`src/rtl/fp_int_mac_seq.sv`:
```
// Dot-product sequencer: buffers FP16/INT4 pairs, then drives one external fp_int_mac
// element by element, chaining the accumulator, and returns the result on a valid/ready port.
//
// state  | meaning
// IDLE   | waiting for the first element of a vector
// LOAD   | buffering elements, tracking minimum exponent
// ISSUE  | one-cycle mac_start for element idx
// WAIT   | operands held, waiting for mac_done or timeout
// DONE   | result presented until res_ready
module fp_int_mac_seq #(
    parameter int ACT_WIDTH = 16,
    parameter int W_WIDTH   = 4,
    parameter int ACC_WIDTH = 32,
    parameter int DEPTH     = 16,
    parameter int TIMEOUT   = 255,
    localparam int CNT_W    = $clog2(DEPTH) + 1
) (
    input  logic                 clk,
    input  logic                 rst,
    input  logic                 in_valid,
    output logic                 in_ready,
    input  logic [ACT_WIDTH-1:0] in_act,
    input  logic [W_WIDTH-1:0]   in_weight,
    input  logic                 in_last,
    input  logic [ACC_WIDTH-1:0] acc_init,
    output logic                 mac_start,
    output logic [ACT_WIDTH-1:0] mac_activation,
    output logic [W_WIDTH-1:0]   mac_weight,
    output logic [4:0]           mac_exp_min,
    output logic [ACC_WIDTH-1:0] mac_acc,
    input  logic [ACC_WIDTH-1:0] mac_acc_out,
    input  logic [4:0]           mac_exp_out,
    input  logic                 mac_done,
    output logic                 res_valid,
    input  logic                 res_ready,
    output logic [ACC_WIDTH-1:0] res_acc,
    output logic [4:0]           res_exp,
    output logic [CNT_W-1:0]     res_count,
    output logic                 res_err,
    output logic                 busy
);

    localparam int IDX_W = $clog2(DEPTH);
    localparam int TMO_W = $clog2(TIMEOUT + 1);

    typedef enum logic [2:0] {
        S_IDLE,
        S_LOAD,
        S_ISSUE,
        S_WAIT,
        S_DONE
    } state_t;

    state_t state, state_nxt;

    logic [ACT_WIDTH-1:0] act_buf [DEPTH];
    logic [W_WIDTH-1:0]   w_buf   [DEPTH];

    logic [CNT_W-1:0]     wr_ptr;
    logic [CNT_W-1:0]     count;
    logic [CNT_W-1:0]     idx;
    logic [TMO_W-1:0]     tmo_cnt;
    logic [ACC_WIDTH-1:0] running_acc;
    logic [4:0]           exp_min;
    logic [4:0]           res_exp_q;
    logic                 err_q;
    logic                 armed;

    logic       accept;
    logic       load_end;
    logic       tmo_hit;
    logic       more_ops;
    logic       op_en;
    logic [4:0] in_exp;

    assign in_exp   = in_act[14:10];
    assign accept   = in_valid && in_ready;
    assign load_end = in_last || (wr_ptr == CNT_W'(DEPTH - 1));
    assign tmo_hit  = (tmo_cnt == TMO_W'(TIMEOUT));
    assign more_ops = ((idx + CNT_W'(1)) < count);

    always_ff @(posedge clk or negedge rst) begin
        if (!rst) begin
            state <= S_IDLE;
        end else begin
            state <= state_nxt;
        end
    end

    always_comb begin
        state_nxt = state;
        case (state)
            S_IDLE: begin
                if (accept) begin
                    state_nxt = in_last ? S_ISSUE : S_LOAD;
                end
            end
            S_LOAD: begin
                if (accept && load_end) begin
                    state_nxt = S_ISSUE;
                end
            end
            S_ISSUE: state_nxt = S_WAIT;
            S_WAIT: begin
                // a done arriving on the expiry cycle still wins over the timeout
                if (mac_done) begin
                    state_nxt = more_ops ? S_ISSUE : S_DONE;
                end else if (tmo_hit) begin
                    state_nxt = S_DONE;
                end
            end
            S_DONE: begin
                if (res_ready) begin
                    state_nxt = S_IDLE;
                end
            end
            default: state_nxt = S_IDLE;
        endcase
    end

    always_comb begin
        op_en          = (state == S_ISSUE) || (state == S_WAIT);
        in_ready       = armed && ((state == S_IDLE) || (state == S_LOAD));
        mac_start      = (state == S_ISSUE);
        mac_activation = op_en ? act_buf[idx[IDX_W-1:0]] : '0;
        mac_weight     = op_en ? w_buf[idx[IDX_W-1:0]] : '0;
        mac_exp_min    = op_en ? exp_min : '0;
        mac_acc        = op_en ? running_acc : '0;
        res_valid      = (state == S_DONE);
        res_acc        = res_valid ? running_acc : '0;
        res_exp        = res_valid ? res_exp_q : '0;
        res_count      = res_valid ? count : '0;
        res_err        = res_valid ? err_q : 1'b0;
        busy           = (state != S_IDLE);
    end

    // element storage carries no reset; its contents are meaningless outside a job
    always_ff @(posedge clk) begin
        if (accept) begin
            act_buf[wr_ptr[IDX_W-1:0]] <= in_act;
            w_buf[wr_ptr[IDX_W-1:0]]   <= in_weight;
        end
    end

    always_ff @(posedge clk or negedge rst) begin
        if (!rst) begin
            wr_ptr      <= '0;
            count       <= '0;
            idx         <= '0;
            tmo_cnt     <= '0;
            running_acc <= '0;
            exp_min     <= '0;
            res_exp_q   <= '0;
            err_q       <= 1'b0;
            armed       <= 1'b0;
        end else begin
            armed <= 1'b1;
            case (state)
                S_IDLE: begin
                    if (accept) begin
                        running_acc <= acc_init;
                        exp_min     <= in_exp;
                        res_exp_q   <= '0;
                        wr_ptr      <= CNT_W'(1);
                        if (in_last) begin
                            count <= CNT_W'(1);
                        end
                    end
                end
                S_LOAD: begin
                    if (accept) begin
                        wr_ptr <= wr_ptr + CNT_W'(1);
                        if (in_exp < exp_min) begin
                            exp_min <= in_exp;
                        end
                        if (load_end) begin
                            count <= wr_ptr + CNT_W'(1);
                        end
                    end
                end
                S_ISSUE: begin
                    tmo_cnt <= '0;
                end
                S_WAIT: begin
                    if (mac_done) begin
                        running_acc <= mac_acc_out;
                        res_exp_q   <= mac_exp_out;
                        idx         <= idx + CNT_W'(1);
                    end else if (tmo_hit) begin
                        err_q <= 1'b1;
                    end else begin
                        tmo_cnt <= tmo_cnt + TMO_W'(1);
                    end
                end
                S_DONE: begin
                    if (res_ready) begin
                        wr_ptr  <= '0;
                        count   <= '0;
                        idx     <= '0;
                        tmo_cnt <= '0;
                        err_q   <= 1'b0;
                    end
                end
                default: ;
            endcase
        end
    end

endmodule

```
`config.mk`:
```
export PLATFORM = sky130hd
export DESIGN_NAME = fp_int_mac_seq
export DESIGN_NICKNAME = d
export VERILOG_FILES = /design/src/rtl/fp_int_mac_seq.sv
export SDC_FILE = /design/constraint.sdc
export NUM_CORES = 1
export LEC_CHECK = 0
export ABC_AREA = 1
export CORE_MARGIN = 1
export CORE_UTILIZATION = 45
export CTS_CLUSTER_SIZE = 16
export DETAILED_ROUTE_END_ITERATION = 6
export PLACE_DENSITY = 0.77
export SLEW_MARGIN = 20
export SYNTH_ARGS = -nofsm -noshare
export SYNTH_HDL_FRONTEND = slang
export SYNTH_SLANG_ARGS = --single-unit
```
`constraint.sdc`:
```
create_clock -name clk -period 2.8 [get_ports clk]
set_input_delay 0.28 -clock clk [delete_from_list [all_inputs] [get_ports clk]]
set_output_delay 0.28 -clock clk [all_outputs]
set_load 0.01 [all_outputs]
```
After elaboration in Yosys (flattened, before gate mapping)
Memories as Yosys holds them, arrays and structs flattened.
Index checks and enable logic that the tools add are counted.
{"block": "word_totals", "ram_bits": 320, "register_bits": 70, "word_cells": 103, "out_inout_bits": 104, "input_bits": 95, "mem_count": 2}
{"block": "op_classes", "reduce_logical": 21, "n_addsub": 3, "magnitude_cmp": 2, "muxes": 47, "n_eq_ne": 18}
{"name": "act_buf", "words": 16, "width": 16, "rd": 1, "rd_ports_with_merged_regs": 0, "wr": 1, "line": "56", "source": "logic [ACT_WIDTH-1:0] act_buf [DEPTH];"}
{"name": "w_buf", "words": 16, "width": 4, "rd": 1, "rd_ports_with_merged_regs": 0, "wr": 1, "line": "57", "source": "logic [W_WIDTH-1:0] w_buf [DEPTH];"}
{"op": "$mux 32", "count": 4}
{"op": "$mux 5", "count": 16}
{"op": "$pmux 32 s2", "count": 1}
{"op": "$pmux 5 s2", "count": 3}
{"op": "$pmux 5 s3", "count": 2}
{"op": "$mux 8", "count": 3}
{"op": "$pmux 8 s3", "count": 1}
{"op": "$reduce_and 4->1", "count": 5}
{"op": "$mux 3", "count": 6}
{"op": "$ne 2x2->1 const B", "count": 9}
{"op": "$mux 16", "count": 1}
{"op": "$pmux 3 s5", "count": 1}
{"op": "$add 5x1->5 const B", "count": 2}
{"op": "$lt 5x5->1", "count": 2}
{"op": "$reduce_bool 3->1", "count": 3}
{"op": "$add 8x1->8 const B", "count": 1}
{"op": "$eq 8x8->1 const B", "count": 1}
{"op": "$eq 3x2->1 const B", "count": 2}
{"op": "$mux 1", "count": 6}
{"op": "$reduce_and 3->1", "count": 2}
{"op": "$reduce_and 6->1", "count": 1}
{"op": "$reduce_bool 2->1", "count": 3}
{"op": "$eq 5x4->1 const B", "count": 1}
{"op": "$mux 4", "count": 1}
{"op": "9 further kinds", "count": 14}

Depth between registers and ports, before layout
{"block": "depth", "ltp_word": 7, "mapped_depth": 14, "ltp_nobuf": 12}

Worst setup path before layout
Ideal clock, no wire load.
{"block": "synth_timing", "path_type": "register to register", "start": "register state[1]", "end": "memory act_buf[11][0] (enable)", "path_stages_with_launch": 6, "path_buffers": 0, "slack_ns": 0.086, "arrival_ns": 2.292, "path_cell_list": "dfrtp_1 -> inv_2 -> nand2_2 -> nor2_2 -> nand2_2 -> nor3_1"}
{"block": "synth_between", "elab_chain_len": 6, "word_cells_on_any_way": 7, "classes_between": "eq/ne: 1; mux: 2; reduce/logical: 4"}
{"element": "from (decl)", "line": "54", "source": "state_t state, state_nxt;"}
{"element": "from (signal assigned)", "line": "86", "source": "state <= state_nxt;"}
{"element": "$eq 3x1->1 / $logic_not 3->1 (equally long branches)", "line": "123", "source": "in_ready = armed && ((state == S_IDLE) || (state == S_LOAD));"}
{"element": "$logic_or 1x1->1 *", "line": "123"}
{"element": "$logic_and 1x1->1 *", "line": "123"}
{"element": "named net in_ready", "line": "21", "source": "output logic in_ready,"}
{"element": "$logic_and 1x1->1 *", "line": "77", "source": "assign accept = in_valid && in_ready;"}
{"element": "$mux 1 *", "line": "139", "source": "if (accept) begin"}
{"element": "$mux 1 (not written as such) *", "line": "140", "source": "act_buf[wr_ptr[IDX_W-1:0]] <= in_act;"}
{"element": "to (decl)", "line": "56"}
The timed path passes the listed nets; every way through them passes the cells marked *.

Final worst setup path
{"block": "layout_timing", "start": "register state[2]", "end": "output port mac_acc[9]"}
{"block": "layout_between", "elab_chain_len": 3, "word_cells_on_any_way": 4, "classes_between": "eq/ne: 2; mux: 1; reduce/logical: 1"}
{"element": "$eq 3x2->1", "line": "122", "source": "op_en = (state == S_ISSUE) || (state == S_WAIT);"}
{"element": "$logic_or 1x1->1 *", "line": "122"}
{"element": "$mux 32 *", "line": "128", "source": "mac_acc = op_en ? running_acc : '0;"}
{"element": "to (decl)", "line": "30", "source": "output logic [ACC_WIDTH-1:0] mac_acc,"}
Every way passes the cells marked *; elsewhere a longest branch is shown, timed or not.

==> reports/results.ini <==
[min_path]
min-delay-path-class = input port to register

[finish]
drive_gt1_frac = 0.0839
final_util = 0.572
final_common_cell = nand2_1
num-nets-final = 2215
final_cell_mix = 688 x nand2_1, 320 x edfxtp_1, 231 x inv_1, 225 x nand3_1, 177 x clkdlybuf4s50_1
area_delta_synth_final_pct = 25.2
filler_cell_count = 3140

[placed_design]
dp_hpwl_um = 29200
pre_cts_slack_ns = 0.220
io_buffers = 198
gp_congestion = 0.877

[yosys]
synth-edff-count = 320
yosysWarnings = 0
synthCells = 1890
synth_area_um2 = 17700
synthArstFlopShare = 0.179
yosysSeqAreaShare = 0.642
syn_avg_cell_area_um2 = 9.36
yosys.cell_types.count = 33
synth.net_count = 2000
synth-seq-cells = 390
synthFlopType = edfxtp_1

[power_and_ir_drop]
power_density_nw_per_um2 = 930
ir_worst_vdd_mv = 0.624
leakage_nw = 9.51

[sta]
fmax_mhz = 369
clock-skew-final_ns = 0.0143
hold_violations = 0
maxSlewViolCount = 0
worst_slack_ns = 0.0923
tightest_slew_ns = 0.722
fin_crit_sh = 0.967
max-slew-margin-rel = 0.518
rsz0062_at_grt = yes
period_minus_slack_ns = 2.71
setup_viol = 0

[drt]
dr.pass1.iters = 6
drtAntennaViolNets = 0
via_per_inst = 5.25
vias = 13900
wl_per_cell_um = 18.4
finalWirelength_um = 48800
drc_errors = 0
drt_iter0_markers = 1384

[global_routing]
grt_overflow = 0
grt_util_met1 = 0.297
grtUsageMet3 = 0.0500
antenna_found_initial = 1
grt_pass1_wl_um = 76300
grt.busiest_layer = met2
grt_pass1_vias = 14100
grt_max_degree = 83
grt_use_total = 0.243
use_met2 = 0.410

[die]
die_h_um = 200
ios = 199
core-area_um2 = 38700
fp.dieW_um = 200
std_cell_rows = 72
start_util = 0.457
dieArea_um2 = 40100

[clock_tree]
clkTransAtPathRegs_ns = 0.06
cts.sinks = 390
cts_root_buf = clkbuf_16
cts_tree = done
numCtsBuffers = 40
clk-insertion-delay-late_ns = 0.53
cts_max_path_buffers = 3
htree_num_levels = 2

[worst_setup_path]
cp_max_fo = 30
worstSetupPathType = register to primary output
startpoint_type = register
worst_ep_arrival_time_ns = 2.43
worst_setup_path_end_kind = primary output
required_ns = 2.52

[status]
status = completed

[run]
maxCapViolCount = 0

==> critical path, cell delays in order, from the launching register on <==
cell and delay, ns:
dfrtp_1 0.42, inv_4 0.13, nand2_8 0.13, buf_12 0.20, buf_4 0.24, nor2_1 0.16
clkdlybuf4s50_1 0.57
==> final timing paths <==
check | slack [ns] | startpoint | cells after the start | endpoint
worst max-delay path | 0.09 | state[2] | 6 | mac_acc[9]
min in group asynchronous | 0.35 | rst | 2 | res_exp_q[1]
worst max register to register | 0.38 | idx[1] | 12 | state[1]
worst min register to register | 0.47 | exp_min[2] | 2 | exp_min[2]
max in group asynchronous | 1.61 | rst | 3 | idx[0]
worst min-delay path | 0.33 | mac_exp_out[0] | 3 | res_exp_q[0]
==> routing by layer <==
metal  share of wire  wire length [µm]  up-vias
li1                -                 -     6488
met1            0.38             18300     6532
met2            0.48             23500      756
met3           0.095              4660      134
met4           0.047              2270        0
met5               0                 0        -
==> per-stage QoR <==
step / cells / hold WS, ns / total power, mW / setup TNS (ns) / area (µm²)
global route: 2652 / 0.332 / 21.7 / -0.00382 / 22100
CTS: 2646 / 0.323 / 20.5 / -0.339 / 22100
detailed placement: 2570 / 0.370 / 14.9 / 0 / 20600
global placement: 2570 / 0.367 / 14.7 / 0 / 20600
floorplan: 1890 / -0.0156 / 11.8 / 0 / 17700
finish: 2652 / 0.333 / 20.6 / 0 / 22100
==> what timing repair did <==
action,CTS,global route
gates cloned,3,0
pin swaps,1,3
gates resized for setup,39,27
buffers inserted,3,5
endpoints found under the hold margin,29,0
setup endpoints to repair,70,36
hold buffers,1,0
==> kinds of logic after synthesis <==
group / after synthesis / synth area share
xor+xnor: 6 / 0.00297
flops: 390 / 0.642
simple gates: 1054 / 0.244
fa+ha+maj: 15 / 0.0106
other cells: 1 / 0.000212
compound gates: 92 / 0.0268
buf+inv: 332 / 0.0732
==> state kept, by name (all words and copies together), names as in the netlist <==
name	cells
res_exp_q	5
count	5
idx	5
wr_ptr	5
running_acc	32
err_q	1
act_buf	256
armed	1
w_buf	64
state	3
tmo_cnt	8
exp_min	5
==> power breakdown <==
part	leakage, nW	internal, mW	total, mW	switching, mW
registers	3.77	6.80	7.08	0.280
clock network	0.616	3.07	5.21	2.14
logic	5.12	3.07	8.31	5.24
total	9.51	12.9	20.6	7.65
==> Yosys cell counts, types with 2 or more instances <==
master,n,share of area
o21ai_2,2,0.00099
nand2_1,689,0.15
nand2_2,2,0.00071
clkbuf_1,54,0.011
inv_1,231,0.049
edfxtp_1,320,0.54
nand3_2,2,0.0011
buf_1,14,0.0030
o21ai_0,24,0.0068
o21ai_1,39,0.011
nor3b_1,2,0.00085
inv_2,9,0.0019
nor2_1,123,0.026
dfrtp_1,70,0.099
buf_2,18,0.0051
nor3_4,2,0.0018
xor2_1,5,0.0025
ha_1,15,0.011
buf_4,5,0.0021
nand3_1,225,0.064
nor3_1,4,0.0011
a21oi_1,24,0.0068
==> cell type report <==
type	count	area (µm²)	share of cell area
sequential	390	11400	0.513
multi-input combinational	1168	5150	0.233
timing repair buffer	265	2780	0.126
clock buffer	49	1070	0.0481
inverter	240	921	0.0416
tap	518	648	0.0293
clock inverter	21	203	0.00915
antenna	1	2.50	0.000113
Note: power is estimated with default switching activity, not from simulation.
